[config.mk]
export PLATFORM = sky130hd
export DESIGN_NAME = get_sched
export DESIGN_NICKNAME = d
export VERILOG_FILES = /design/src/rtl/get_sched.sv
export SDC_FILE = /design/constraint.sdc
export NUM_CORES = 1
export LEC_CHECK = 0
export CORE_ASPECT_RATIO = 0.7
export CORE_MARGIN = 3
export CORE_UTILIZATION = 56
export CTS_BUF_LIST = sky130_fd_sc_hd__clkbuf_8
export DETAILED_ROUTE_END_ITERATION = 8
export PLACE_DENSITY = 0.83
export SETUP_SLACK_MARGIN = 0.1
export SLEW_MARGIN = 20
export SYNTH_ARGS = -nofsm -noshare
export SYNTH_HDL_FRONTEND = slang
export SYNTH_SLANG_ARGS = --single-unit
export TNS_END_PERCENT = 1
[constraint.sdc]
create_clock -name clk -period 2.8 [get_ports clk]
set_input_delay 0.7 -clock clk [delete_from_list [all_inputs] [get_ports clk]]
set_output_delay 0.7 -clock clk [all_outputs]
set_load 0.05 [all_outputs]
[src/rtl/get_sched.sv]
// get_sched: phase sequencer for the input get-stream.
// After a start pulse it routes mat_len beats to matrix-write (MATW),
// then run_len beats to compute (RUN), waits DRAIN_LAT cycles for the
// downstream pipeline to empty (DRAIN) and pulses done for one cycle.
// Optional feature macro: GET_SCHED_PERF_EN adds the stall_cyc counter.
module get_sched #(
    parameter int MAT_W     = 10,
    parameter int RUN_W     = 16,
    parameter int DRAIN_LAT = 4
) (
    input  logic             clk,
    input  logic             rst_n,
    input  logic             start,
    input  logic [MAT_W-1:0] mat_len,
    input  logic [RUN_W-1:0] run_len,
    input  logic             get_valid,
    input  logic             stall,
    output logic             get_ready,
    output logic             matw,
    output logic             run,
    output logic             mat_we,
    output logic [MAT_W-1:0] mat_addr,
    output logic             get_v,
    output logic [RUN_W-1:0] run_idx,
    output logic             busy,
`ifdef GET_SCHED_PERF_EN
    output logic [31:0]      stall_cyc,
`endif
    output logic             done
);

    typedef enum logic [2:0] {
        S_IDLE,
        S_MATW,
        S_RUN,
        S_DRAIN,
        S_DONE
    } state_t;

    // Drain counter only needs to hold DRAIN_LAT-1.
    localparam int DW = (DRAIN_LAT > 1) ? $clog2(DRAIN_LAT) : 1;
    localparam logic [DW-1:0] DRAIN_LOAD = DW'((DRAIN_LAT > 0) ? DRAIN_LAT - 1 : 0);
    // Where the sequence goes once all data beats are consumed.
    localparam state_t AFTER_DATA = (DRAIN_LAT == 0) ? S_DONE : S_DRAIN;

    state_t           state_q, state_d;
    logic [MAT_W-1:0] mat_len_q, mat_len_d;
    logic [RUN_W-1:0] run_len_q, run_len_d;
    logic [MAT_W-1:0] mat_addr_q, mat_addr_d;
    logic [RUN_W-1:0] run_idx_q, run_idx_d;
    logic [DW-1:0]    drain_cnt_q, drain_cnt_d;
    logic             matw_q, run_q, busy_q, done_q;
    logic             in_phase;
    logic             beat;
    logic             mat_last;
    logic             run_last;

    // Handshake and same-cycle beat strobes, decoded from the current state.
    always_comb begin
        in_phase  = (state_q == S_MATW) || (state_q == S_RUN);
        get_ready = in_phase & ~stall;
        beat      = get_valid & get_ready;
        mat_we    = beat & (state_q == S_MATW);
        get_v     = beat & (state_q == S_RUN);
        mat_last  = (mat_addr_q == (mat_len_q - MAT_W'(1)));
        run_last  = (run_idx_q == (run_len_q - RUN_W'(1)));
    end

    // Next-state and counter logic; stalls simply leave everything as-is.
    always_comb begin
        state_d     = state_q;
        mat_len_d   = mat_len_q;
        run_len_d   = run_len_q;
        mat_addr_d  = mat_addr_q;
        run_idx_d   = run_idx_q;
        // Count down while draining, otherwise keep it primed for entry.
        drain_cnt_d = (state_q == S_DRAIN) ? (drain_cnt_q - DW'(1)) : DRAIN_LOAD;
        case (state_q)
            S_IDLE: begin
                mat_addr_d = '0;
                run_idx_d  = '0;
                if (start) begin
                    mat_len_d = mat_len;
                    run_len_d = run_len;
                    if (mat_len != '0)      state_d = S_MATW;
                    else if (run_len != '0) state_d = S_RUN;
                    else                    state_d = AFTER_DATA;
                end
            end
            S_MATW: begin
                if (mat_we) begin
                    if (mat_last) begin
                        mat_addr_d = '0;
                        state_d    = (run_len_q != '0) ? S_RUN : AFTER_DATA;
                    end else begin
                        mat_addr_d = mat_addr_q + MAT_W'(1);
                    end
                end
            end
            S_RUN: begin
                if (get_v) begin
                    if (run_last) begin
                        run_idx_d = '0;
                        state_d   = AFTER_DATA;
                    end else begin
                        run_idx_d = run_idx_q + RUN_W'(1);
                    end
                end
            end
            S_DRAIN: begin
                if (drain_cnt_q == '0) state_d = S_DONE;
            end
            S_DONE: begin
                state_d = S_IDLE;
            end
            default: begin
                state_d = S_IDLE;
            end
        endcase
    end

    // State, counters and registered phase flags; reset returns to IDLE at once.
    always_ff @(posedge clk or negedge rst_n) begin
        if (!rst_n) begin
            state_q     <= S_IDLE;
            mat_len_q   <= '0;
            run_len_q   <= '0;
            mat_addr_q  <= '0;
            run_idx_q   <= '0;
            drain_cnt_q <= '0;
            matw_q      <= 1'b0;
            run_q       <= 1'b0;
            busy_q      <= 1'b0;
            done_q      <= 1'b0;
        end else begin
            state_q     <= state_d;
            mat_len_q   <= mat_len_d;
            run_len_q   <= run_len_d;
            mat_addr_q  <= mat_addr_d;
            run_idx_q   <= run_idx_d;
            drain_cnt_q <= drain_cnt_d;
            matw_q      <= (state_d == S_MATW);
            run_q       <= (state_d == S_RUN);
            busy_q      <= (state_d != S_IDLE);
            done_q      <= (state_d == S_DONE);
        end
    end

    assign matw     = matw_q;
    assign run      = run_q;
    assign busy     = busy_q;
    assign done     = done_q;
    assign mat_addr = mat_addr_q;
    assign run_idx  = run_idx_q;

`ifdef GET_SCHED_PERF_EN
    logic [31:0] stall_cyc_q, stall_cyc_d;

    // Count data-phase cycles that moved no beat; saturating, cleared on start.
    always_comb begin
        stall_cyc_d = stall_cyc_q;
        if ((state_q == S_IDLE) && start)
            stall_cyc_d = '0;
        else if (in_phase && !beat && (stall_cyc_q != 32'hFFFF_FFFF))
            stall_cyc_d = stall_cyc_q + 32'd1;
    end

    // Performance counter register.
    always_ff @(posedge clk or negedge rst_n) begin
        if (!rst_n) stall_cyc_q <= '0;
        else        stall_cyc_q <= stall_cyc_d;
    end

    assign stall_cyc = stall_cyc_q;
`endif

endmodule

==> impl_metrics.toml <==
[sta]
fin_crit_ns = 2.573
slew_viol_final = 0
post-route-period-util_pct = 91.89
relSlewSlack_pct = 56.97
setup_violations = 0
tightest_slew_ns = 0.6455
hold_viol_final = 0
fin_tns_setup_ns = 0
fmax_ghz = 0.3887
clock_skew_ns = 0.007006
rsz0062_at_grt = "yes"

[global_route]
grt_pass1_vias = 3302
grt_max_degree = 34
grt.total_usage_pct = 26.44
antenna_found_initial = 0
grt_pass1_wl_um = 16490
globalRoute.totalOverflow = 0

[clock_network]
cts_tree = "built"
hold_buffers = 0
htree_levels = 3
clockRootBuffer = "clkbuf_8"
insertion_delay_ns = 0.33
clkTransAtPathRegs_ns = 0.07
max-clock-path-buffers = 2
cts_buffers = 9
cts.sinks = 61

[run_status]
status = "complete, no violations"

[logic_synthesis]
synth_cell_type_count = 67
ys_ff_latch = 61
synthFlopType = "dfrtp_1"
async_flop_share_pct = 100.0
synth-seq-area-share_pct = 39.20
syn_nets = 433
synth_edf_count = 0
syn-cell-area_mm2 = 0.003894
syn_inst = 397
yosysWarnings = 0
synth_area_per_cell_um2 = 9.808

[detailed_routing]
wirelength_um = 10240
ant_nets = 0
vias_per_cell = 6.126
dr.pass1.iters = 5
vias = 3498
drc = 0
drtIter0Drc = 259
avgRoutedWirePerCell_um = 17.93

[flow_run]
drv_cap = 0

[die]
fp.dieH_um = 75.77
pin_count = 64
coreArea_mm2 = 0.006486
start_util_pct = 60.03
die_w_um = 105.7
std_cell_rows = 24
dieArea_mm2 = 0.008006

[finish]
diodes = 0
syn_to_final_growth_pct = 27.76
drive_gt1_share_pct = 18.75
fin_util_pct = 76.70
nets = 512
final_common_cell = "dfrtp_1"
layout_common_cells = "61 x dfrtp_1, 59 x clkdlybuf4s50_1, 30 x xnor2_1"

[worst_setup_path]
required_ns = 3.02
cpPeakStageDelay_ns = 0.67
crit_arrival_ns = 2.79
worst-path-max-fanout = 7
rr_startpoint = "run_len_q[0]"
critPathKind = "reg -> reg"
ff2ff_path_depth = 8
cpMaxStageDelayCell = "or4_1"
r2r_slack_ns = 0.23
worstPathCellList = "buf_4, or4_1, nor2_1, a32o_1, o211ai_1, a22o_4, nor2_4, nor3_2"
crit_path_start_kind = "register"
r2r-end = "run_idx[8]"
worstSetupEndpointType = "register"

[power]
power_density_mw_per_mm2 = 836.9
cellLeakagePower_nw = 2.047
ir_drop_mv = 0.4452

[worst_hold_path]
hold_class = "in -> async"

[placed_design]
place_congestion = 0.8956
hpwl_um = 7611
port_buffers = 63
-- worst max path at each step --
stage | depth (start not counted) | from | slack [ns] | end
final | 8 | run_len_q[0] | 0.23 | run_idx[8]
after global routing | 9 | run_len_q[1] | 0.09 | run_idx[13]
after floorplan | 7 | stall | 0.27 | run_idx[10]
after detailed placement | 9 | mat_len[1] | 0.05 | busy
after CTS | 9 | run_len_q[1] | 0.18 | run_idx[15]
after global placement | 9 | mat_len[1] | 0.06 | busy
-- where the power goes --
| group | switching (mW) | total (mW) | internal (mW) | leakage [nW] |
|---|---|---|---|---|
| Combinational | 1.01 | 1.87 | 0.856 | 1.17 |
| Sequential | 0.385 | 1.50 | 1.11 | 0.778 |
| Clock | 0.343 | 0.794 | 0.451 | 0.101 |
| Total | 1.74 | 4.16 | 2.42 | 2.05 |
-- synthesized netlist by cell type, drive strengths merged, types with 4 or more instances --
master,instances,share of area (%)
a211o,4,0.90
a21oi,5,0.64
and2,5,0.80
and3,7,1.1
buf,7,1.3
clkbuf,8,0.77
dfrtp,61,39
ha,5,1.6
inv,15,1.4
mux2,19,5.5
nand2,28,2.7
nand2b,6,0.96
nand3,19,2.4
nand4,8,1.3
nor2,21,2.4
nor2b,7,1.1
nor3,29,5.6
nor3b,4,0.90
nor4,13,2.4
o211ai,4,0.77
o21ai,20,2.9
o31ai,4,0.77
or4,4,0.96
xnor2,30,6.7
xor2,14,3.1
-- metrics by stage --
| step | setup WS [ns] | hold WS, ns | power, mW | cell area, µm² | std cells |
|---|---|---|---|---|---|
| finish | 0.2271 | 0.3862 | 4.164 | 4975 | 571 |
| global route | 0.08935 | 0.4279 | 4.404 | 4975 | 571 |
| CTS | 0.1770 | 0.3945 | 4.102 | 4940 | 569 |
| detailed placement | 0.04678 | 0.4503 | 3.289 | 4741 | 554 |
| global placement | 0.06351 | 0.4420 | 3.203 | 4741 | 554 |
| floorplan | 0.2681 | 0.4044 | 2.706 | 3899 | 397 |
-- critical path: cells and delay by family, from the launching register on --
family                 cells  cell delay (ns)
AND/OR/NAND/NOR            4             1.29
AO/OA/AOI/OAI              3             0.63
flip-flops                 1             0.38
buffers and inverters      1             0.15
-- layer usage --
metal | part of all wire, % | up-vias | wire (µm) | global-route usage (%)
met2 | 42 | 181 | 4342 | 39.97
met5 | 0 | - | 0 | 0
met4 | 0.93 | 0 | 95 | 7.615
li1 | - | 1620 | - | -
met3 | 9.2 | 14 | 947 | 5.758
met1 | 47 | 1683 | 4852 | 38.71
-- logic make-up (layout without fill, tap and decap cells) --
kind of cell / after synthesis / after routing / synth area share (%)
AOI/OAI and AO/OA: 65 / 65 / 12.34
xor gates and xnor gates: 44 / 44 / 9.897
muxes: 21 / 21 / 6.009
and+or+nand+nor: 171 / 172 / 27.44
DFF: 61 / 61 / 39.20
adders and majority gates: 5 / 5 / 1.607
buffers and inverters: 30 / 112 / 3.503
-- layout make-up --
cell class	count	area (µm²)
multi-input cells	307	2268
flip-flops and latches	61	1526
repair buffers	82	810.8
well taps	91	113.9
inverters	15	56.30
clock buffers	11	151.4
fillers	474	1511
clock inverters	4	47.55
-- sequential cells by signal (all words and copies together) (netlist names) --
signal / flops
run_idx: 16
run_len_q: 16
mat_addr: 10
mat_len_q: 10
state_q: 3
drain_cnt_q: 2
busy: 1
done: 1
matw: 1
run: 1
-- timing repair --
item,CTS,global route
setup endpoints to repair,0,24
setup buffers,0,1
gates resized for setup,0,3
No activity file was read; power rests on OpenSTA's default activity.
